<file path="config.mk">
export PLATFORM = sky130hd
export DESIGN_NAME = chunked_serial_adder
export DESIGN_NICKNAME = d
export VERILOG_FILES = /design/src/rtl/chunked_serial_adder.sv
export SDC_FILE = /design/constraint.sdc
export NUM_CORES = 1
export LEC_CHECK = 0
export ABC_CLOCK_PERIOD_IN_PS = 2950
export CAP_MARGIN = 25
export CELL_PAD_IN_SITES_DETAIL_PLACEMENT = 1
export CELL_PAD_IN_SITES_GLOBAL_PLACEMENT = 2
export CORE_MARGIN = 8
export CORE_UTILIZATION = 30
export DETAILED_ROUTE_END_ITERATION = 7
export GPL_TIMING_DRIVEN = 0
export PLACE_DENSITY_LB_ADDON = 0.25
export SLEW_MARGIN = 20
export SYNTH_ARGS = -nofsm -noshare
export SYNTH_HDL_FRONTEND = slang
export SYNTH_SLANG_ARGS = --single-unit
</file>
<file path="constraint.sdc">
create_clock -name clk -period 2.95 [get_ports clk]
set_clock_uncertainty 0.1 [all_clocks]
set_input_delay 0.59 -clock clk [delete_from_list [all_inputs] [get_ports clk]]
set_output_delay 0.59 -clock clk [all_outputs]
set_load 0.1 [all_outputs]
</file>
<file path="src/rtl/chunked_serial_adder.sv">
// Multi-cycle adder/subtractor: adds a WIDTH-bit operand pair CHUNK bits per clock,
// carrying between chunks in a register, with a start/busy/done handshake.
module chunked_serial_adder #(
  parameter int WIDTH = 8,
  parameter int CHUNK = 2
) (
  input  logic             clk,
  input  logic             rst,
  input  logic             start,
  input  logic [WIDTH-1:0] a,
  input  logic [WIDTH-1:0] b,
  input  logic             cin,
  input  logic             sub,
  output logic [WIDTH-1:0] sum,
  output logic             cout,
  output logic             overflow,
  output logic             busy,
  output logic             done
);

  localparam int NCHUNK = WIDTH / CHUNK;
  localparam int CW     = (NCHUNK > 1) ? $clog2(NCHUNK) : 1;
  localparam logic [CW-1:0] LAST = CW'(NCHUNK - 1);

  typedef enum logic [1:0] {
    IDLE = 2'd0,
    RUN  = 2'd1,
    DONE = 2'd2
  } state_t;

  state_t state, state_nx;

  logic [WIDTH-1:0] opa, opb, shadow, shadow_nx;
  logic [CW-1:0]    cnt;
  logic             carry;
  logic [CHUNK:0]   csum;
  logic             accept, last;
  int unsigned      base;

  always_comb begin
    accept    = start && (state != RUN);
    last      = (state == RUN) && (cnt == LAST);
    base      = 32'(cnt) * CHUNK;
    csum      = {1'b0, opa[base +: CHUNK]} + {1'b0, opb[base +: CHUNK]}
              + {{CHUNK{1'b0}}, carry};
    // Completion needs the final chunk merged in the same cycle it is computed.
    shadow_nx = shadow;
    shadow_nx[base +: CHUNK] = csum[CHUNK-1:0];
  end

  always_ff @(posedge clk) begin
    if (rst) state <= IDLE;
    else     state <= state_nx;
  end

  always_comb begin
    state_nx = state;
    case (state)
      IDLE:    if (start) state_nx = RUN;
      RUN:     if (last)  state_nx = DONE;
      DONE:    state_nx = start ? RUN : IDLE;
      default: state_nx = IDLE;
    endcase
  end

  always_ff @(posedge clk) begin
    if (rst) begin
      opa      <= '0;
      opb      <= '0;
      shadow   <= '0;
      cnt      <= '0;
      carry    <= 1'b0;
      sum      <= '0;
      cout     <= 1'b0;
      overflow <= 1'b0;
      busy     <= 1'b0;
      done     <= 1'b0;
    end else begin
      done <= 1'b0;
      if (accept) begin
        opa   <= a;
        opb   <= sub ? ~b : b;
        carry <= sub ? 1'b1 : cin;
        cnt   <= '0;
        busy  <= 1'b1;
      end else if (state == RUN) begin
        shadow <= shadow_nx;
        carry  <= csum[CHUNK];
        cnt    <= cnt + 1'b1;
        if (last) begin
          sum      <= shadow_nx;
          cout     <= csum[CHUNK];
          overflow <= (opa[WIDTH-1] == opb[WIDTH-1]) &&
                      (shadow_nx[WIDTH-1] != opa[WIDTH-1]);
          busy     <= 1'b0;
          done     <= 1'b1;
          cnt      <= '0;
        end
      end
    end
  end

endmodule

</file>
* Word level (Yosys, flattened, before mapping)
Cells that the tools add are included.
** Word-level totals
- Flip-flop bits (word level) :: 41
- Bits of input ports :: 21
- Output and inout bits :: 12
- Word-level logic and storage cells :: 56
** Cells by class
- $add $sub $neg :: 4
- Equal/unequal tests :: 8
- Shift-type cells :: 4
- Mux-type cells :: 14
- Bitwise logic cells :: 3
- Reductions and logical operators :: 12
** Operator list (number)
- $neg 3->34 :: 1
- $shift 2x34->8 const A :: 1
- $shiftx 2x34->8 :: 1
- $shiftx 8x4->2 :: 2
- $bwmux 8 :: 1
- $mux 1 :: 8
- $mux 8 :: 1
- $not 8->8 :: 1
- $mux 2 :: 3
- $pmux 2 s3 :: 1
- $reduce_and 2->1 :: 3
- $eq 2x2->1 const B :: 2
- $ne 2x2->1 const B :: 2
- $reduce_bool 2->1 :: 2
- $add 2x2->3 :: 1
- $add 3x1->3 :: 1
- $logic_and 1x1->1 :: 3
- $reduce_and 3->1 :: 1
- $reduce_or 3->1 :: 1
- $add 2x1->2 const B :: 1
- $eq 2x1->1 const B :: 1
- $logic_not 2->1 :: 1
- $ne 2x1->1 const B :: 1
- $not 1->1 :: 2
- other kinds (3) :: 3

* Depth between registers and ports, before layout
- Word-level depth :: 7
- Depth in mapped cells :: 7

* Worst setup path before layout
OpenSTA, ideal clock, no wires.
- Kind :: reg-to-reg
- Start :: register cnt[0]
- End :: register sum[7]
- Library setup time :: 0.080 ns
- Arrival time :: 2.669 ns
- Data required time :: 2.770 ns
- Setup slack :: 0.101 ns
- Stages on the path, launching flop included :: 8
- Buffers on the path :: 1
- Path through :: dfxtp_1 -> buf_6 -> mux4_2 -> fa_1 -> fa_1 -> nor4bb_4 -> a21oi_1 -> a211oi_2
** On the way
- Word-level cells in the longest chain between the ends :: 5
- Elaborated cells between the ends (all ways) :: 11
- Those cells by class :: 3 x add/sub; 1 x eq/ne; 4 x shift; 1 x mux; 2 x reduce/logical
** RTL lines
- from (decl) :: RTL line 34 : logic [CW-1:0] cnt;
- from (signal assigned) :: RTL line 89 : cnt <= cnt + 1'b1;
- $shiftx 8x4->2 :: RTL line 44 : csum = {1'b0, opa[base +: CHUNK]} + {1'b0, opb[base +: CHUNK]}
- $add 2x2->3 :: RTL line 44
- $add 3x1->3 :: RTL line 45 : + {{CHUNK{1'b0}}, carry};
- $shiftx 2x34->8 :: RTL line 48 : shadow_nx[base +: CHUNK] = csum[CHUNK-1:0];
- $bwmux 8 :: RTL line 48
- to (signal assigned) :: RTL line 91 : sum <= shadow_nx;
- to (decl) :: RTL line 14 : output logic [WIDTH-1:0] sum,
Parallel ways exist; a longest one is shown, timed or not.
A chain may end at the register's enable or synchronous reset.

* Worst setup path after layout
- Start :: register cnt[0]
- End :: register overflow
** On the way
- Word-level cells in the longest chain between the ends :: 7
- Elaborated cells between the ends (all ways) :: 13
- Those cells by class :: 3 x add/sub; 2 x eq/ne; 4 x shift; 1 x mux; 3 x reduce/logical
** RTL lines
- $shiftx 8x4->2 :: RTL line 44
- $add 2x2->3 :: RTL line 44
- $add 3x1->3 :: RTL line 45
- $shiftx 2x34->8 :: RTL line 48
- $bwmux 8 :: RTL line 48
- $ne 1x1->1 :: RTL line 94 : (shadow_nx[WIDTH-1] != opa[WIDTH-1]);
- $logic_and 1x1->1 :: RTL line 93 : overflow <= (opa[WIDTH-1] == opb[WIDTH-1]) &&
- to (signal assigned) :: RTL line 93
- to (decl) :: RTL line 16 : output logic overflow,
Parallel ways exist; a longest one is shown, timed or not.

==> flow_summary_export.csv <==
group,metric,value,unit
grt,gr-total-overflow,0,
finish,drive_gt1_frac,0.192,
yosys,ys_types,38,
timing,period_share,0.957,
timing,finalCriticalPeriod,2820,ps
timing,max_slew_margin,0.342,
clocking,root_buffer,"clkbuf_8",
finish,finalNonFillerCells,322,
yosys,syn_nets,231,
placement,gp_congestion,0.748,
pwr,cellPowerDensity,480,nW/um2
detailed_routing,via_per_inst,5.15,
worst_setup_path,cp_slowest_stage_delay,590,ps
detailed_routing,ant_nets,0,
yosys,syn-cell-area,2000,um2
placement,portBuffers,30,
die,die_h,97.6,um
timing,finalSetupViolations,0,
die,ios,33,
finish,diodes,0,
worst_setup_path,cp_num_buf_inv,2,
timing,tightest_slew,984,ps
grt,grt_pass1_vias,1740,
clocking,path_clk_slew,80,ps
yosys,yosys_warnings,0,
min_path,hold_start,"opa[6]$_SDFFE_PP0P_",
yosys,avgSynthCellArea,9.89,um2
placement,dpl_cell_area,2390,um2
die,die_w,97.6,um
outcome,status,"completed",
die,rows,29,
worst_setup_path,worstSetupStartpointType,"flip-flop",
placement,detailedPlacementHpwl,4.02,mm
clocking,htree_levels,2,
worst_setup_path,endpoint_kind,"flip-flop",
timing,whs,380,ps
placement,place_ws,-247,ps
clocking,cts-buffers-inserted,5,
worst_setup_path,reg2reg_from,"cnt[0]$_SDFFE_PP0P_",
clocking,clock_sinks,41,
worst_setup_path,crit_top_cell,"fa_2",
detailed_routing,vias,1657,
timing,finalHoldViolations,0,
finish,num-fill-cells,750,
clocking,clk-insertion-delay-late,290,ps
worst_setup_path,crit_path_top_delay_cell,"fa_2",
timing,fmax,0.354,GHz
yosys,syn_inst,202,
detailed_routing,drt_iter0_drc,62,
pwr,p_leak,0.909,nW
worst_setup_path,critPathTopFamily,"adder cells",
detailed_routing,drc,0,
detailed_routing,first_pass_iters,4,
grt,grt_start_max_net_pins,12,
finish,areaGrowthSynthToFinish,28.1,%
yosys,yosys_register_bits,41,
die,die-area,9530,um2
placement,dp.cells,309,
worst_setup_path,criticalPathCategory,"flip-flop to flip-flop",
grt,grt_usage,0.114,
die,start_util,0.313,
timing,layout_setup_ws,126,ps
min_path,hold_path_class,"flip-flop to flip-flop",
die,core_area,6390,um2
finish,seq_area,826,um2
timing,fin_tns_setup,0,ps
finish,fin_util,0.401,
worst_setup_path,worst_ep_required_time,3030,ps
timing,final-max-slew-violation-count,0,
clocking,clk_path_buf_depth,2,
pwr,finalPower,1.23,mW
clocking,cts_tree,"yes",
grt,grt_pass1_wl,9.09,mm
grt,antenna_found_initial,0,
finish,multi_input_area,1080,um2
finish,final_common_cell,"dfxtp_1",
worst_setup_path,critPathMaxFanout,6,
finish,fin_area,2560,um2
pwr,ir_drop,0.000225,V
detailed_routing,routed_wl,5.29,mm
detailed_routing,routedWlPerCell,16.4,um
yosys,seq_area_frac_synth,0.411,
worst_setup_path,critPathLaunch,"cnt[0]$_SDFFE_PP0P_",
finish,mostFrequentLayoutCells,"dfxtp_1 (39), clkdlybuf4s50_1 (30), nor2_1 (23), a21oi_1 (20), a211oi_1 (16)",
flow_run,maxCapViolations,0,
worst_setup_path,cp.arrival,2900,ps
finish,fin_nets,274,
worst_setup_path,crit_chain,"buf_12, mux4_2, fa_2, fa_2, nor4bb_4, buf_4, a211o_1, a21oi_1",
==> sequential cells by signal, summed over array words and instances, names as in the netlist, 2 cells and up <==
| name | count |
|---|---|
| opa | 8 |
| opb | 8 |
| shadow | 8 |
| sum | 8 |
| cnt | 2 |
| state | 2 |
==> worst reg2reg max path: cells and delay by family (launching register included) <==
family,cells,cell delay (ps)
flops,1,370
compound gates,2,180
mux,1,530
buf+inv,2,300
simple gates,1,270
fa+ha+maj,2,980
==> cell families after synthesis <==
| family | count (synthesis) | share of synthesized area |
|---|---|---|
| compound gates | 64 | 0.227 |
| simple gates | 54 | 0.152 |
| flops | 41 | 0.411 |
| buf+inv | 20 | 0.0582 |
| xor+xnor | 8 | 0.0351 |
| fa+ha+maj | 8 | 0.0576 |
| mux | 7 | 0.0601 |
==> area by class of cell <==
type | count | area share
Sequential cell | 41 | 0.323
Multi-Input combinational cell | 141 | 0.422
Timing Repair Buffer | 36 | 0.135
Buffer | 16 | 0.0430
Clock buffer | 7 | 0.0337
Tap cell | 77 | 0.0376
Inverter | 4 | 0.00587
==> power by group <==
group / internal (mW) / switching, mW / leakage (nW) / total [mW]
Combinational: 0.121 / 0.131 / 0.528 / 0.251
Clock: 0.186 / 0.185 / 0.0443 / 0.371
Sequential: 0.585 / 0.0205 / 0.337 / 0.605
==> repair_timing <==
action | in CTS | in global routing
resized for setup | 6 | 4
setup endpoints to repair | 5 | 4
hold buffers | 0 | 0
pin swaps | 1 | 3
buffers inserted | 1 | 5
==> per-layer routing <==
layer	share of wire	global-route usage	routed length, um	vias to the layer above
li1	-	-	-	823
met2	0.50	0.194	2650	22
met5	0	0	0	-
met3	0.031	0.0292	162	5
met1	0.46	0.138	2420	807
met4	0.011	0.0315	59	0
==> path summary, 6_finish.rpt <==
check	to	slack [ps]	cells after the start
hold / removal	opa[6]$_SDFFE_PP0P_	380	2
setup reg to reg	overflow$_SDFFE_PP0P_	130	8
setup / recovery	overflow$_SDFFE_PP0P_	130	8
hold reg to reg	opa[6]$_SDFFE_PP0P_	380	2
==> cells in the mapped netlist <==
library cell	count	area [um2]
nor3_1	1	5.00
nand2_1	2	7.51
clkbuf_1	4	15.0
o311ai_0	1	8.76
or2_2	1	6.26
inv_1	4	15.0
nor4b_1	1	8.76
o22a_1	1	8.76
nor3b_1	1	7.51
nor2_2	1	6.26
o21ai_0	8	40.0
and2b_1	1	7.51
a211oi_2	7	87.6
nor2_1	23	86.3
a221oi_1	1	8.76
buf_2	6	30.0
buf_6	3	33.8
ha_1	6	75.1
dfxtp_1	41	821
xnor2_1	8	70.1
and3b_1	1	8.76
a211o_1	1	8.76
a41oi_1	5	43.8
nor4bb_4	1	25.0
and4bb_2	2	25.0
a21oi_1	21	105
a211oi_1	17	128
buf_4	3	22.5
nand3_1	9	45.0
nand2b_1	1	6.26
nand3b_1	1	7.51
mux2i_1	3	30.0
mux4_2	4	90.1
or3_1	1	6.26
fa_1	2	40.0
nor2b_1	7	43.8
a31oi_1	1	6.26
o21bai_1	1	7.51
No activity file was read; power rests on OpenSTA's default activity.
